--- config.mk ---
export PLATFORM = sky130hd
export DESIGN_NAME = div_ctrl_flat
export DESIGN_NICKNAME = d
export VERILOG_FILES = /design/src/rtl/div_ctrl_if.sv /design/src/rtl/div_ctrl.sv /design/src/flat_wrapper.sv
export SDC_FILE = /design/constraint.sdc
export NUM_CORES = 1
export LEC_CHECK = 0
export BUFFER_PORTS_ARGS = -buffer_cell sky130_fd_sc_hd__buf_4
export CAP_MARGIN = 25
export CORE_UTILIZATION = 50
export DETAILED_ROUTE_END_ITERATION = 8
export GPL_ROUTABILITY_DRIVEN = 0
export PLACE_DENSITY = 0.74
export SYNTH_ARGS = -nofsm -noshare
export SYNTH_HDL_FRONTEND = slang
export SYNTH_SLANG_ARGS = --single-unit
--- constraint.sdc ---
create_clock -name clk -period 5.4 [get_ports clk]
set_clock_uncertainty 0.1 [all_clocks]
set_input_delay 1.62 -clock clk [delete_from_list [all_inputs] [get_ports clk]]
set_output_delay 1.62 -clock clk [all_outputs]
set_load 0.005 [all_outputs]
--- src/rtl/div_ctrl_if.sv ---
// Handshake bundle between the execute stage, the multi-cycle divider and div_ctrl.
// master is the surrounding environment (execute stage + divider); slave is the controller.
interface div_ctrl_if #(
    parameter int TAG_W = 5
);
    logic             flush_i;
    logic             in_valid_i;
    logic             in_ready_o;
    logic             in_signed_i;
    logic             in_rem_i;
    logic             in_word_i;
    logic [63:0]      in_src1_i;
    logic [63:0]      in_src2_i;
    logic [TAG_W-1:0] in_tag_i;

    logic             div_req_valid_o;
    logic             div_block_o;
    logic [63:0]      div_op_1_o;
    logic [63:0]      div_op_2_o;
    logic             div_sign_op_1_o;
    logic             div_sign_op_2_o;
    logic [63:0]      div_quotient_i;
    logic [63:0]      div_remainder_i;
    logic             div_valid_i;

    logic             out_valid_o;
    logic             out_ready_i;
    logic [63:0]      out_result_o;
    logic [TAG_W-1:0] out_tag_o;

    modport master (
        output flush_i, in_valid_i, in_signed_i, in_rem_i, in_word_i,
               in_src1_i, in_src2_i, in_tag_i,
               div_quotient_i, div_remainder_i, div_valid_i, out_ready_i,
        input  in_ready_o, div_req_valid_o, div_block_o, div_op_1_o, div_op_2_o,
               div_sign_op_1_o, div_sign_op_2_o, out_valid_o, out_result_o, out_tag_o
    );

    modport slave (
        input  flush_i, in_valid_i, in_signed_i, in_rem_i, in_word_i,
               in_src1_i, in_src2_i, in_tag_i,
               div_quotient_i, div_remainder_i, div_valid_i, out_ready_i,
        output in_ready_o, div_req_valid_o, div_block_o, div_op_1_o, div_op_2_o,
               div_sign_op_1_o, div_sign_op_2_o, out_valid_o, out_result_o, out_tag_o
    );
endinterface

--- src/rtl/div_ctrl.sv ---
// Sequencing controller for the 64-bit multi-cycle divider: resolves trivial cases and
// result reuse locally, otherwise issues to the divider and holds operands until it finishes.
module div_ctrl #(
    parameter int TAG_W = 5
) (
    input  logic       clk,
    input  logic       rst,
    div_ctrl_if.slave  bus
);

    typedef enum logic [2:0] {IDLE, ISSUE, WAIT, DRAIN, DONE} state_e;

    state_e             state_q, state_d;
    logic               in_ready_q, in_ready_d;
    logic               req_valid_q, req_valid_d;
    logic               out_valid_q, out_valid_d;
    logic [63:0]        op1_q, op1_d;
    logic [63:0]        op2_q, op2_d;
    logic               sign_q, sign_d;
    logic               rem_q, rem_d;
    logic               word_q, word_d;
    logic [TAG_W-1:0]   tag_q, tag_d;
    logic [63:0]        result_q, result_d;

    logic               reuse_valid_q, reuse_valid_d;
    logic [63:0]        reuse_op1_q, reuse_op1_d;
    logic [63:0]        reuse_op2_q, reuse_op2_d;
    logic               reuse_sign_q, reuse_sign_d;
    logic               reuse_word_q, reuse_word_d;
    logic [63:0]        reuse_quot_q, reuse_quot_d;
    logic [63:0]        reuse_rem_q, reuse_rem_d;

    logic [63:0]        prep_op1, prep_op2, min_neg;
    logic [63:0]        spec_quot, spec_rem;
    logic               is_zero_div, is_overflow, is_reuse, accept;

    function automatic logic [63:0] select_result(input logic [63:0] q, input logic [63:0] r,
                                                  input logic rem, input logic word);
        logic [63:0] v;
        v = rem ? r : q;
        return word ? {{32{v[31]}}, v[31:0]} : v;
    endfunction

    // Operand preparation and special-case detection on the incoming request
    always_comb begin
        prep_op1 = bus.in_src1_i;
        prep_op2 = bus.in_src2_i;
        if (bus.in_word_i) begin
            prep_op1 = {{32{bus.in_signed_i & bus.in_src1_i[31]}}, bus.in_src1_i[31:0]};
            prep_op2 = {{32{bus.in_signed_i & bus.in_src2_i[31]}}, bus.in_src2_i[31:0]};
        end
        min_neg     = bus.in_word_i ? 64'hFFFF_FFFF_8000_0000 : 64'h8000_0000_0000_0000;
        is_zero_div = (prep_op2 == 64'd0);
        is_overflow = bus.in_signed_i && (prep_op1 == min_neg) && (prep_op2 == '1);
        is_reuse    = reuse_valid_q && (prep_op1 == reuse_op1_q) && (prep_op2 == reuse_op2_q)
                      && (bus.in_signed_i == reuse_sign_q) && (bus.in_word_i == reuse_word_q);
        accept      = bus.in_valid_i && in_ready_q && !bus.flush_i;
        if (is_zero_div) begin
            spec_quot = '1;
            spec_rem  = prep_op1;
        end else if (is_overflow) begin
            spec_quot = prep_op1;
            spec_rem  = 64'd0;
        end else begin
            spec_quot = reuse_quot_q;
            spec_rem  = reuse_rem_q;
        end
    end

    always_comb begin
        state_d       = state_q;
        in_ready_d    = in_ready_q;
        req_valid_d   = 1'b0;
        out_valid_d   = out_valid_q;
        op1_d         = op1_q;
        op2_d         = op2_q;
        sign_d        = sign_q;
        rem_d         = rem_q;
        word_d        = word_q;
        tag_d         = tag_q;
        result_d      = result_q;
        reuse_valid_d = reuse_valid_q;
        reuse_op1_d   = reuse_op1_q;
        reuse_op2_d   = reuse_op2_q;
        reuse_sign_d  = reuse_sign_q;
        reuse_word_d  = reuse_word_q;
        reuse_quot_d  = reuse_quot_q;
        reuse_rem_d   = reuse_rem_q;

        case (state_q)
            IDLE: begin
                if (accept) begin
                    op1_d      = prep_op1;
                    op2_d      = prep_op2;
                    sign_d     = bus.in_signed_i;
                    rem_d      = bus.in_rem_i;
                    word_d     = bus.in_word_i;
                    tag_d      = bus.in_tag_i;
                    in_ready_d = 1'b0;
                    if (is_zero_div || is_overflow || is_reuse) begin
                        result_d    = select_result(spec_quot, spec_rem, bus.in_rem_i, bus.in_word_i);
                        out_valid_d = 1'b1;
                        state_d     = DONE;
                    end else begin
                        req_valid_d = 1'b1;
                        state_d     = ISSUE;
                    end
                end
            end
            ISSUE: begin
                state_d = bus.flush_i ? DRAIN : WAIT;
            end
            WAIT: begin
                if (bus.flush_i) begin
                    state_d = DRAIN;
                end else if (bus.div_valid_i) begin
                    reuse_valid_d = 1'b1;
                    reuse_op1_d   = op1_q;
                    reuse_op2_d   = op2_q;
                    reuse_sign_d  = sign_q;
                    reuse_word_d  = word_q;
                    reuse_quot_d  = bus.div_quotient_i;
                    reuse_rem_d   = bus.div_remainder_i;
                    result_d      = select_result(bus.div_quotient_i, bus.div_remainder_i,
                                                  rem_q, word_q);
                    out_valid_d   = 1'b1;
                    state_d       = DONE;
                end
            end
            // The divider cannot be aborted, so a flushed run is waited out with operands held
            DRAIN: begin
                if (bus.div_valid_i) begin
                    in_ready_d = 1'b1;
                    state_d    = IDLE;
                end
            end
            DONE: begin
                if (bus.flush_i || bus.out_ready_i) begin
                    out_valid_d = 1'b0;
                    in_ready_d  = 1'b1;
                    state_d     = IDLE;
                end
            end
            default: begin
                out_valid_d = 1'b0;
                in_ready_d  = 1'b1;
                state_d     = IDLE;
            end
        endcase

        if (bus.flush_i) begin
            reuse_valid_d = 1'b0;
        end
    end

    always_ff @(posedge clk) begin
        if (!rst) begin
            state_q       <= IDLE;
            in_ready_q    <= 1'b1;
            req_valid_q   <= 1'b0;
            out_valid_q   <= 1'b0;
            op1_q         <= 64'd0;
            op2_q         <= 64'd0;
            sign_q        <= 1'b0;
            rem_q         <= 1'b0;
            word_q        <= 1'b0;
            tag_q         <= '0;
            result_q      <= 64'd0;
            reuse_valid_q <= 1'b0;
            reuse_op1_q   <= 64'd0;
            reuse_op2_q   <= 64'd0;
            reuse_sign_q  <= 1'b0;
            reuse_word_q  <= 1'b0;
            reuse_quot_q  <= 64'd0;
            reuse_rem_q   <= 64'd0;
        end else begin
            state_q       <= state_d;
            in_ready_q    <= in_ready_d;
            req_valid_q   <= req_valid_d;
            out_valid_q   <= out_valid_d;
            op1_q         <= op1_d;
            op2_q         <= op2_d;
            sign_q        <= sign_d;
            rem_q         <= rem_d;
            word_q        <= word_d;
            tag_q         <= tag_d;
            result_q      <= result_d;
            reuse_valid_q <= reuse_valid_d;
            reuse_op1_q   <= reuse_op1_d;
            reuse_op2_q   <= reuse_op2_d;
            reuse_sign_q  <= reuse_sign_d;
            reuse_word_q  <= reuse_word_d;
            reuse_quot_q  <= reuse_quot_d;
            reuse_rem_q   <= reuse_rem_d;
        end
    end

    assign bus.in_ready_o      = in_ready_q;
    assign bus.div_req_valid_o = req_valid_q;
    assign bus.div_block_o     = 1'b0;
    assign bus.div_op_1_o      = op1_q;
    assign bus.div_op_2_o      = op2_q;
    assign bus.div_sign_op_1_o = sign_q;
    assign bus.div_sign_op_2_o = sign_q;
    assign bus.out_valid_o     = out_valid_q;
    assign bus.out_result_o    = result_q;
    assign bus.out_tag_o       = tag_q;

endmodule

--- src/flat_wrapper.sv ---
// flat-port wrapper written by rule: the top's interface ports become plain ports
module div_ctrl_flat 
#(
    parameter int TAG_W = 5
)
  (clk, rst, bus_flush_i, bus_in_valid_i, bus_in_signed_i, bus_in_rem_i, bus_in_word_i, bus_in_src1_i, bus_in_src2_i, bus_in_tag_i, bus_div_quotient_i, bus_div_remainder_i, bus_div_valid_i, bus_out_ready_i, bus_in_ready_o, bus_div_req_valid_o, bus_div_block_o, bus_div_op_1_o, bus_div_op_2_o, bus_div_sign_op_1_o, bus_div_sign_op_2_o, bus_out_valid_o, bus_out_result_o, bus_out_tag_o);
  div_ctrl_if #(.TAG_W(TAG_W)) bus_i ();
  input  logic clk;
  input  logic rst;
  input wire logic [$bits(bus_i.flush_i)-1:0] bus_flush_i;
  input wire logic [$bits(bus_i.in_valid_i)-1:0] bus_in_valid_i;
  input wire logic [$bits(bus_i.in_signed_i)-1:0] bus_in_signed_i;
  input wire logic [$bits(bus_i.in_rem_i)-1:0] bus_in_rem_i;
  input wire logic [$bits(bus_i.in_word_i)-1:0] bus_in_word_i;
  input wire logic [$bits(bus_i.in_src1_i)-1:0] bus_in_src1_i;
  input wire logic [$bits(bus_i.in_src2_i)-1:0] bus_in_src2_i;
  input wire logic [$bits(bus_i.in_tag_i)-1:0] bus_in_tag_i;
  input wire logic [$bits(bus_i.div_quotient_i)-1:0] bus_div_quotient_i;
  input wire logic [$bits(bus_i.div_remainder_i)-1:0] bus_div_remainder_i;
  input wire logic [$bits(bus_i.div_valid_i)-1:0] bus_div_valid_i;
  input wire logic [$bits(bus_i.out_ready_i)-1:0] bus_out_ready_i;
  output wire logic [$bits(bus_i.in_ready_o)-1:0] bus_in_ready_o;
  output wire logic [$bits(bus_i.div_req_valid_o)-1:0] bus_div_req_valid_o;
  output wire logic [$bits(bus_i.div_block_o)-1:0] bus_div_block_o;
  output wire logic [$bits(bus_i.div_op_1_o)-1:0] bus_div_op_1_o;
  output wire logic [$bits(bus_i.div_op_2_o)-1:0] bus_div_op_2_o;
  output wire logic [$bits(bus_i.div_sign_op_1_o)-1:0] bus_div_sign_op_1_o;
  output wire logic [$bits(bus_i.div_sign_op_2_o)-1:0] bus_div_sign_op_2_o;
  output wire logic [$bits(bus_i.out_valid_o)-1:0] bus_out_valid_o;
  output wire logic [$bits(bus_i.out_result_o)-1:0] bus_out_result_o;
  output wire logic [$bits(bus_i.out_tag_o)-1:0] bus_out_tag_o;
  assign bus_i.flush_i = bus_flush_i;
  assign bus_i.in_valid_i = bus_in_valid_i;
  assign bus_i.in_signed_i = bus_in_signed_i;
  assign bus_i.in_rem_i = bus_in_rem_i;
  assign bus_i.in_word_i = bus_in_word_i;
  assign bus_i.in_src1_i = bus_in_src1_i;
  assign bus_i.in_src2_i = bus_in_src2_i;
  assign bus_i.in_tag_i = bus_in_tag_i;
  assign bus_i.div_quotient_i = bus_div_quotient_i;
  assign bus_i.div_remainder_i = bus_div_remainder_i;
  assign bus_i.div_valid_i = bus_div_valid_i;
  assign bus_i.out_ready_i = bus_out_ready_i;
  assign bus_in_ready_o = bus_i.in_ready_o;
  assign bus_div_req_valid_o = bus_i.div_req_valid_o;
  assign bus_div_block_o = bus_i.div_block_o;
  assign bus_div_op_1_o = bus_i.div_op_1_o;
  assign bus_div_op_2_o = bus_i.div_op_2_o;
  assign bus_div_sign_op_1_o = bus_i.div_sign_op_1_o;
  assign bus_div_sign_op_2_o = bus_i.div_sign_op_2_o;
  assign bus_out_valid_o = bus_i.out_valid_o;
  assign bus_out_result_o = bus_i.out_result_o;
  assign bus_out_tag_o = bus_i.out_tag_o;
  div_ctrl #(.TAG_W(TAG_W)) u_core (.clk(clk), .rst(rst), .bus(bus_i));
endmodule
==> results of run 1 <==
[critical path, cell delays in order]
cell and delay, ns:
buf_4 0.15, or4_1 0.62, or4_1 0.56, nor4_1 0.41, buf_4 0.21, nand4b_1 0.15, buf_4 0.39, a21oi_1 0.26
a21oi_1 0.08, a211oi_1 0.44, o32ai_2 0.16
[power breakdown]
part	internal, mW	switching (mW)	leakage, nW	total (mW)
logic	0.645	1.02	5.27	1.67
clock network	2.25	1.45	0.872	3.70
registers	3.63	0.178	3.76	3.80
total	6.52	2.65	9.90	9.17
[synth_stat cells (all sizes together), types with 4 or more instances]
| cell | n |
|---|---|
| a21oi | 529 |
| nor2b | 38 |
| clkbuf | 202 |
| and2 | 5 |
| o32ai | 31 |
| nand3 | 29 |
| dfxtp | 465 |
| xor2 | 42 |
| nand2 | 717 |
| nor4 | 49 |
| o221ai | 5 |
| o2111ai | 5 |
| a31oi | 15 |
| nor2 | 117 |
| o22ai | 49 |
| o31ai | 11 |
| a211oi | 124 |
| a311oi | 13 |
| xnor2 | 20 |
| mux2i | 33 |
| a2111oi | 4 |
| nor4bb | 5 |
| o21ai | 124 |
| inv | 97 |
| o211ai | 4 |
| or4 | 12 |
| nand4 | 54 |
| nor3 | 49 |
| buf | 39 |
| nand2b | 11 |
[flip-flops by register name (all words and copies together) (netlist names)]
register	cells
u_core.word_q	1
u_core.reuse_word_q	1
u_core.bus.out_result_o	64
u_core.reuse_op2_q	64
u_core.bus.div_sign_op_1_o	1
u_core.bus.out_valid_o	1
u_core.reuse_rem_q	64
u_core.reuse_valid_q	1
u_core.bus.in_ready_o	1
u_core.reuse_op1_q	64
u_core.bus.div_req_valid_o	1
u_core.reuse_sign_q	1
u_core.bus.div_op_1_o	64
u_core.bus.div_op_2_o	64
u_core.rem_q	1
u_core.state_q	3
u_core.reuse_quot_q	64
u_core.bus.out_tag_o	5
[kinds of logic after synthesis]
family	count (synthesis)	synth area share, %
flops	465	42.1
compound gates	941	25.6
other cells	1	0.0170
mux	35	1.60
xor+xnor	62	2.46
simple gates	1112	22.0
buf+inv	340	6.15
[final timing paths]
| kind | to | cells past startpoint |
|---|---|---|
| worst min register to register | u_core.reuse_quot_q[17] | 2 |
| worst max-delay path | u_core.bus.out_result_o[28] | 11 |
| worst max register to register | u_core.bus.out_result_o[0] | 10 |
| worst min-delay path | u_core.reuse_quot_q[17] | 2 |
[layer usage]
| metal | track usage (%) | up-vias | routed length, µm |
|---|---|---|---|
| li1 | - | 11000 | - |
| met1 | 49.0 | 11400 | 34400 |
| met2 | 56.7 | 1581 | 39000 |
| met3 | 6.82 | 299 | 8940 |
| met4 | 20.2 | 2 | 4850 |
| met5 | 0 | - | 14 |
[layout make-up]
| class | count | area [µm²] | share of cell area (%) |
|---|---|---|---|
| diodes | 7 | 17.5 | 0.0629 |
| clock buffers | 79 | 1550 | 5.58 |
| clock inverters | 12 | 214 | 0.769 |
| inverters | 99 | 379 | 1.36 |
| multi-input cells | 2151 | 11500 | 41.2 |
| flip-flops and latches | 465 | 9310 | 33.5 |
| well taps | 585 | 732 | 2.63 |
| repair buffers | 525 | 4150 | 14.9 |
==> metrics.txt, run 1 <==
# TYPE chip_impl_metric gauge
chip_impl_metric{name="cts.repair_timing.setup_buffer_count",unit=""} 0
chip_impl_metric{name="final_critical_path_required_period",unit="ns"} 4.79
chip_impl_info{name="startpoint_of_the_worst_setup_timing_path",value="bus_in_src1_i[2]"} 1
chip_impl_metric{name="vdd_ir_drop_max",unit="mV"} 0.207
chip_impl_metric{name="dieHeight",unit="µm"} 212
chip_impl_metric{name="synth_edf_count",unit=""} 0
chip_impl_info{name="status",value="completed"} 1
chip_impl_metric{name="final_hold_viol_count",unit=""} 0
chip_impl_metric{name="cts_htree_levels",unit=""} 2
chip_impl_metric{name="grt_util_overall",unit="%"} 36.9
chip_impl_metric{name="place.port_buffers",unit=""} 471
chip_impl_metric{name="synthesized_instance_count",unit=""} 2956
chip_impl_metric{name="fin_tns_setup",unit="ns"} 0
chip_impl_metric{name="clk-insertion-delay-late",unit="ns"} 0.60
chip_impl_metric{name="dr_total_vias",unit=""} 24200
chip_impl_metric{name="die_w",unit="µm"} 212
chip_impl_metric{name="layout-drive-gt1-share",unit="%"} 19.6
chip_impl_metric{name="cts.path.max_buffers",unit=""} 3
chip_impl_info{name="critPathKind",value="in2reg"} 1
chip_impl_metric{name="drt_iter0_drc",unit=""} 3319
chip_impl_info{name="grt_setup_unrepaired",value="false"} 1
chip_impl_metric{name="finish.cell_count_without_fillers",unit=""} 3923
chip_impl_info{name="critical_path.endpoint_type",value="register"} 1
chip_impl_metric{name="grt_residual_overflow",unit=""} 0
chip_impl_metric{name="crit_fanout",unit=""} 63
chip_impl_metric{name="fmax",unit="GHz"} 0.209
chip_impl_metric{name="synthDominantCellAreaShare",unit="%"} 42.1
chip_impl_metric{name="grt_first_pass_wirelength",unit="mm"} 129
chip_impl_metric{name="drt-vias-per-instance",unit=""} 6.18
chip_impl_metric{name="drtPass1Iterations",unit=""} 8
chip_impl_metric{name="drtAntennaViolNets",unit=""} 0
chip_impl_metric{name="synthesis.area",unit="µm²"} 22100
chip_impl_metric{name="wl_per_cell",unit="µm"} 22.2
chip_impl_metric{name="route.final.wire_length",unit="mm"} 87.2
chip_impl_metric{name="synth-warning-count",unit=""} 0
chip_impl_metric{name="via_count_of_the_first_global_routing_pass",unit=""} 21700
chip_impl_info{name="layout.cells.most_common",value="nand2_1"} 1
chip_impl_metric{name="worst_slack",unit="ns"} 0.613
chip_impl_info{name="regToRegStartpoint",value="u_core.reuse_op1_q[45]"} 1
chip_impl_metric{name="power.density",unit="nW/µm²"} 329
chip_impl_metric{name="cts.sinks",unit=""} 465
chip_impl_info{name="cp-start-kind",value="primary input"} 1
chip_impl_metric{name="power.leakage",unit="nW"} 9.90
chip_impl_metric{name="critPathRequiredTime",unit="ns"} 5.76
chip_impl_metric{name="initial_cell_density_of_the_core",unit="%"} 51.0
chip_impl_metric{name="worst_setup_hold_path_clk_slew",unit="ns"} 0.06
chip_impl_metric{name="tightest_slew",unit="ns"} 1.10
chip_impl_metric{name="grt_start_max_net_pins",unit=""} 186
chip_impl_metric{name="synth_seq_cells",unit=""} 465
chip_impl_metric{name="power.total",unit="mW"} 9.17
chip_impl_metric{name="final_min_period_over_clock_period",unit="%"} 88.6
chip_impl_metric{name="ys_types",unit=""} 70
chip_impl_metric{name="cell_area_after_placement",unit="µm²"} 26100
chip_impl_metric{name="async_reset_ff_share",unit="%"} 0
chip_impl_metric{name="max-cap-violations",unit=""} 0
chip_impl_metric{name="synthToLayoutAreaGrowth",unit="%"} 26.0
chip_impl_info{name="synth_area_leaders",value="dfxtp_1, nand2_1, a21oi_1, a211oi_1, clkbuf_1"} 1
chip_impl_metric{name="slew_headroom",unit="%"} 26.4
chip_impl_metric{name="worst-endpoint-arrival",unit="ns"} 5.15
chip_impl_metric{name="drv_slew",unit=""} 0
chip_impl_metric{name="synth-seq-area-share",unit="%"} 42.1
chip_impl_metric{name="io-pin-count",unit=""} 473
chip_impl_metric{name="fp.coreArea",unit="µm²"} 43400
chip_impl_metric{name="final_nets",unit=""} 3562
chip_impl_info{name="synth_top_area_cell",value="dfxtp_1"} 1
chip_impl_metric{name="post_cts.resized_instances",unit=""} 0
chip_impl_metric{name="syn_nets",unit=""} 3226
chip_impl_metric{name="worst-r2r-setup-slack",unit="ns"} 1.47
chip_impl_metric{name="detailedPlacementHpwl",unit="mm"} 60.2
chip_impl_metric{name="detailedPlace.worstSlack",unit="ns"} 0.204
chip_impl_metric{name="postSynthAreaPerCell",unit="µm²"} 7.48
chip_impl_metric{name="fp.dieArea",unit="µm²"} 45100
chip_impl_metric{name="post_cts_hold_buffer_count",unit=""} 0
chip_impl_metric{name="grt_antenna_before_repair",unit=""} 7
chip_impl_metric{name="numCtsBuffers",unit=""} 50
chip_impl_metric{name="post-place-cells",unit=""} 3825
chip_impl_metric{name="setup_viol_count_final",unit=""} 0
chip_impl_info{name="min-delay-path-class",value="reg2reg"} 1
chip_impl_metric{name="layout.core_utilization",unit="%"} 64.2
chip_impl_metric{name="fillerInstances",unit=""} 3869
chip_impl_info{name="hold_path_startpoint",value="u_core.reuse_quot_q[17]"} 1
chip_impl_info{name="clock-root-buffer",value="clkbuf_16"} 1
chip_impl_info{name="postSynth.topFlopCell",value="dfxtp_1"} 1
chip_impl_metric{name="layout.cell_area.non_filler",unit="µm²"} 27800
chip_impl_metric{name="drc",unit=""} 0
chip_impl_metric{name="hold-worst-slack",unit="ns"} 0.355
chip_impl_info{name="clock_tree_from_tritoncts",value="done"} 1
chip_impl_metric{name="rows",unit=""} 76
chip_impl_info{name="layout.cells.most_common_list",value="nand2_1, a21oi_1, buf_4"} 1
Note: power is estimated with default switching activity, not from simulation.
==> inputs of run 2 (changes only) <==
- clock period: 5.4 -> 5 ns (I/O delays scaled with it)
==> run 2 against run 1 <==
Cell area grew 0.70%. Critical path depth is the same. Sequential power rose by 8.2%. Clock power up 13%. Power up 10%. First-iteration DRC count rose by 5.8%. Sequential share of layout area decreased by 0.23 points. Count of clock-buffer cells in the layout fell by 17. Routed wire length up 0.71%. Cell count rose by 0.51%. Via count up 0.38%. Core utilization grew 0.45 points. Largest cell class unchanged.
==> metrics.txt, run 2 (synthesis results as in run 1) <==
# TYPE chip_impl_metric gauge
chip_impl_info{name="min-delay-path-class",value="reg2reg"} 1
chip_impl_metric{name="power.leakage",unit="nW"} 10.0
chip_impl_metric{name="place.port_buffers",unit=""} 471
chip_impl_metric{name="detailedPlace.worstSlack",unit="ns"} -0.224
chip_impl_metric{name="internal_power",unit="mW"} 7.18
chip_impl_metric{name="combinationalPowerShare",unit="%"} 17.9
chip_impl_metric{name="grt_antenna_before_repair",unit=""} 10
chip_impl_metric{name="final_nets",unit=""} 3581
chip_impl_metric{name="post_cts_hold_buffer_count",unit=""} 0
chip_impl_metric{name="via_count_of_the_first_global_routing_pass",unit=""} 22400
chip_impl_metric{name="slew_headroom",unit="%"} 30.3
chip_impl_metric{name="share_seq_of_total_power",unit="%"} 40.8
chip_impl_metric{name="grt_util_overall",unit="%"} 37.5
chip_impl_metric{name="drc",unit=""} 0
chip_impl_info{name="layout.cells.most_common_list",value="nand2_1, buf_4, a21oi_1"} 1
chip_impl_info{name="critPathKind",value="in2reg"} 1
chip_impl_metric{name="max-cap-violations",unit=""} 0
chip_impl_metric{name="grt_start_max_net_pins",unit=""} 173
chip_impl_metric{name="route.final.wire_length",unit="mm"} 87.9
chip_impl_metric{name="cts.path.max_buffers",unit=""} 3
chip_impl_metric{name="worst-endpoint-arrival",unit="ns"} 5.17
chip_impl_info{name="layout.cells.most_common",value="nand2_1"} 1
chip_impl_info{name="cp-start-kind",value="primary input"} 1
chip_impl_metric{name="dr_total_vias",unit=""} 24300
chip_impl_metric{name="swShare",unit="%"} 28.8
chip_impl_metric{name="clk-insertion-delay-late",unit="ns"} 0.60
chip_impl_metric{name="netSwitchingPower",unit="mW"} 2.91
chip_impl_metric{name="crit_fanout",unit=""} 63
chip_impl_metric{name="fp.dieArea",unit="µm²"} 45100
chip_impl_metric{name="clock_power_share",unit="%"} 41.4
chip_impl_metric{name="fmax",unit="GHz"} 0.208
chip_impl_metric{name="fp.coreArea",unit="µm²"} 43400
chip_impl_metric{name="final_critical_path_required_period",unit="ns"} 4.80
chip_impl_metric{name="rows",unit=""} 76
chip_impl_metric{name="cell_area_after_placement",unit="µm²"} 26200
chip_impl_metric{name="detailedPlacementHpwl",unit="mm"} 60.8
chip_impl_metric{name="synthToLayoutAreaGrowth",unit="%"} 26.8
chip_impl_metric{name="initial_cell_density_of_the_core",unit="%"} 51.0
chip_impl_metric{name="drv_slew",unit=""} 0
chip_impl_info{name="clock_tree_from_tritoncts",value="done"} 1
chip_impl_metric{name="cts.repair_timing.setup_buffer_count",unit=""} 0
chip_impl_metric{name="grt_first_pass_wirelength",unit="mm"} 131
chip_impl_metric{name="power.density",unit="nW/µm²"} 360
chip_impl_metric{name="drtAntennaViolNets",unit=""} 0
chip_impl_metric{name="worst_slack",unit="ns"} 0.197
chip_impl_metric{name="dieHeight",unit="µm"} 212
chip_impl_metric{name="fillerInstances",unit=""} 3724
chip_impl_metric{name="layout.cell_area.non_filler",unit="µm²"} 28000
chip_impl_metric{name="die_w",unit="µm"} 212
chip_impl_metric{name="cts.sinks",unit=""} 465
chip_impl_metric{name="drt_iter0_drc",unit=""} 3511
chip_impl_info{name="grt_setup_unrepaired",value="false"} 1
chip_impl_metric{name="layout-drive-gt1-share",unit="%"} 20.3
chip_impl_metric{name="post_cts.resized_instances",unit=""} 0
chip_impl_metric{name="io-pin-count",unit=""} 473
chip_impl_info{name="clock-root-buffer",value="clkbuf_16"} 1
chip_impl_metric{name="final_min_period_over_clock_period",unit="%"} 96.1
chip_impl_metric{name="grt_residual_overflow",unit=""} 0
chip_impl_info{name="status",value="completed"} 1
chip_impl_metric{name="wl_per_cell",unit="µm"} 22.3
chip_impl_info{name="critical_path.endpoint_type",value="register"} 1
chip_impl_metric{name="drt-vias-per-instance",unit=""} 6.17
chip_impl_metric{name="numCtsBuffers",unit=""} 49
chip_impl_metric{name="critPathRequiredTime",unit="ns"} 5.37
chip_impl_metric{name="drtPass1Iterations",unit=""} 8
chip_impl_metric{name="worst_setup_hold_path_clk_slew",unit="ns"} 0.06
chip_impl_metric{name="final_hold_viol_count",unit=""} 0
chip_impl_metric{name="cts_htree_levels",unit=""} 2
chip_impl_metric{name="setup_viol_count_final",unit=""} 0
chip_impl_metric{name="tightest_slew",unit="ns"} 1.04
chip_impl_metric{name="vdd_ir_drop_max",unit="mV"} 0.259
## run 2: cell count changes in the layout (fill, tap and decap cells not counted), sizes merged
cell	before	now
buf	525	545
clkbuf	79	62
clkinv	5	13
bufinv	6	11
clkinvlp	0	3
inv	100	101
## run 2: power groups by stage
| stage | clock, mW | combinational [mW] | sequential (mW) |
|---|---|---|---|
| floorplan | 0 | 0.919 | 4.13 |
| global placement | 0 | 1.72 | 4.17 |
| detailed placement | 0 | 1.76 | 4.18 |
| CTS | 4.18 | 1.77 | 4.10 |
| global route | 4.31 | 1.94 | 4.13 |
| finish | 4.17 | 1.80 | 4.11 |
## run 2: per-stage QoR
stage	instances	util (%)	hold slack, ns	total power, mW	setup TNS [ns]
final	3943	64.7	0.353	10.1	0
after global routing	3942	64.6	0.370	10.4	0
after CTS	3936	64.6	0.355	10.0	0
after detailed placement	3845	60.4	0.347	5.94	-11.11
after global placement	3845	60.4	0.339	5.90	-12.14
after floorplan	2956	-	0.336	5.04	0
## run 2: worst paths after layout
path | slack (ns) | to | startpoint | cells after the start
setup reg to reg | 0.99 | u_core.bus.out_result_o[22] | u_core.reuse_op1_q[23] | 11
hold / removal | 0.35 | u_core.bus.out_valid_o | u_core.bus.out_valid_o | 2
hold reg to reg | 0.35 | u_core.bus.out_valid_o | u_core.bus.out_valid_o | 2
setup / recovery | 0.20 | u_core.bus.out_result_o[24] | bus_in_src1_i[11] | 11
## run 2: area by class of cell
cell class              count  area [µm²]  area share [%]
multi-input cells        2151       11500            40.9
flip-flops and latches    465        9310            33.2
repair buffers            545        4270            15.2
clock buffers              62        1410            5.03
well taps                 585         732            2.61
clock inverters            29         439            1.57
inverters                  99         379            1.35
diodes                      7        17.5          0.0625
## run 2: critical path, stage by stage
cell	delay [ns]
buf_4	0.16
or4_1	0.60
or4_1	0.53
nor4_1	0.58
buf_4	0.22
nand4b_1	0.13
buf_4	0.39
a21oi_1	0.27
a21oi_1	0.06
a211oi_1	0.47
o32ai_2	0.15
## run 2: layer usage
| layer | GRT usage, % | wire length [µm] |
|---|---|---|
| met2 | 58.0 | 39200 |
| met5 | 0 | 41 |
| met1 | 48.8 | 34500 |
| met3 | 9.00 | 9310 |
| met4 | 19.0 | 4800 |
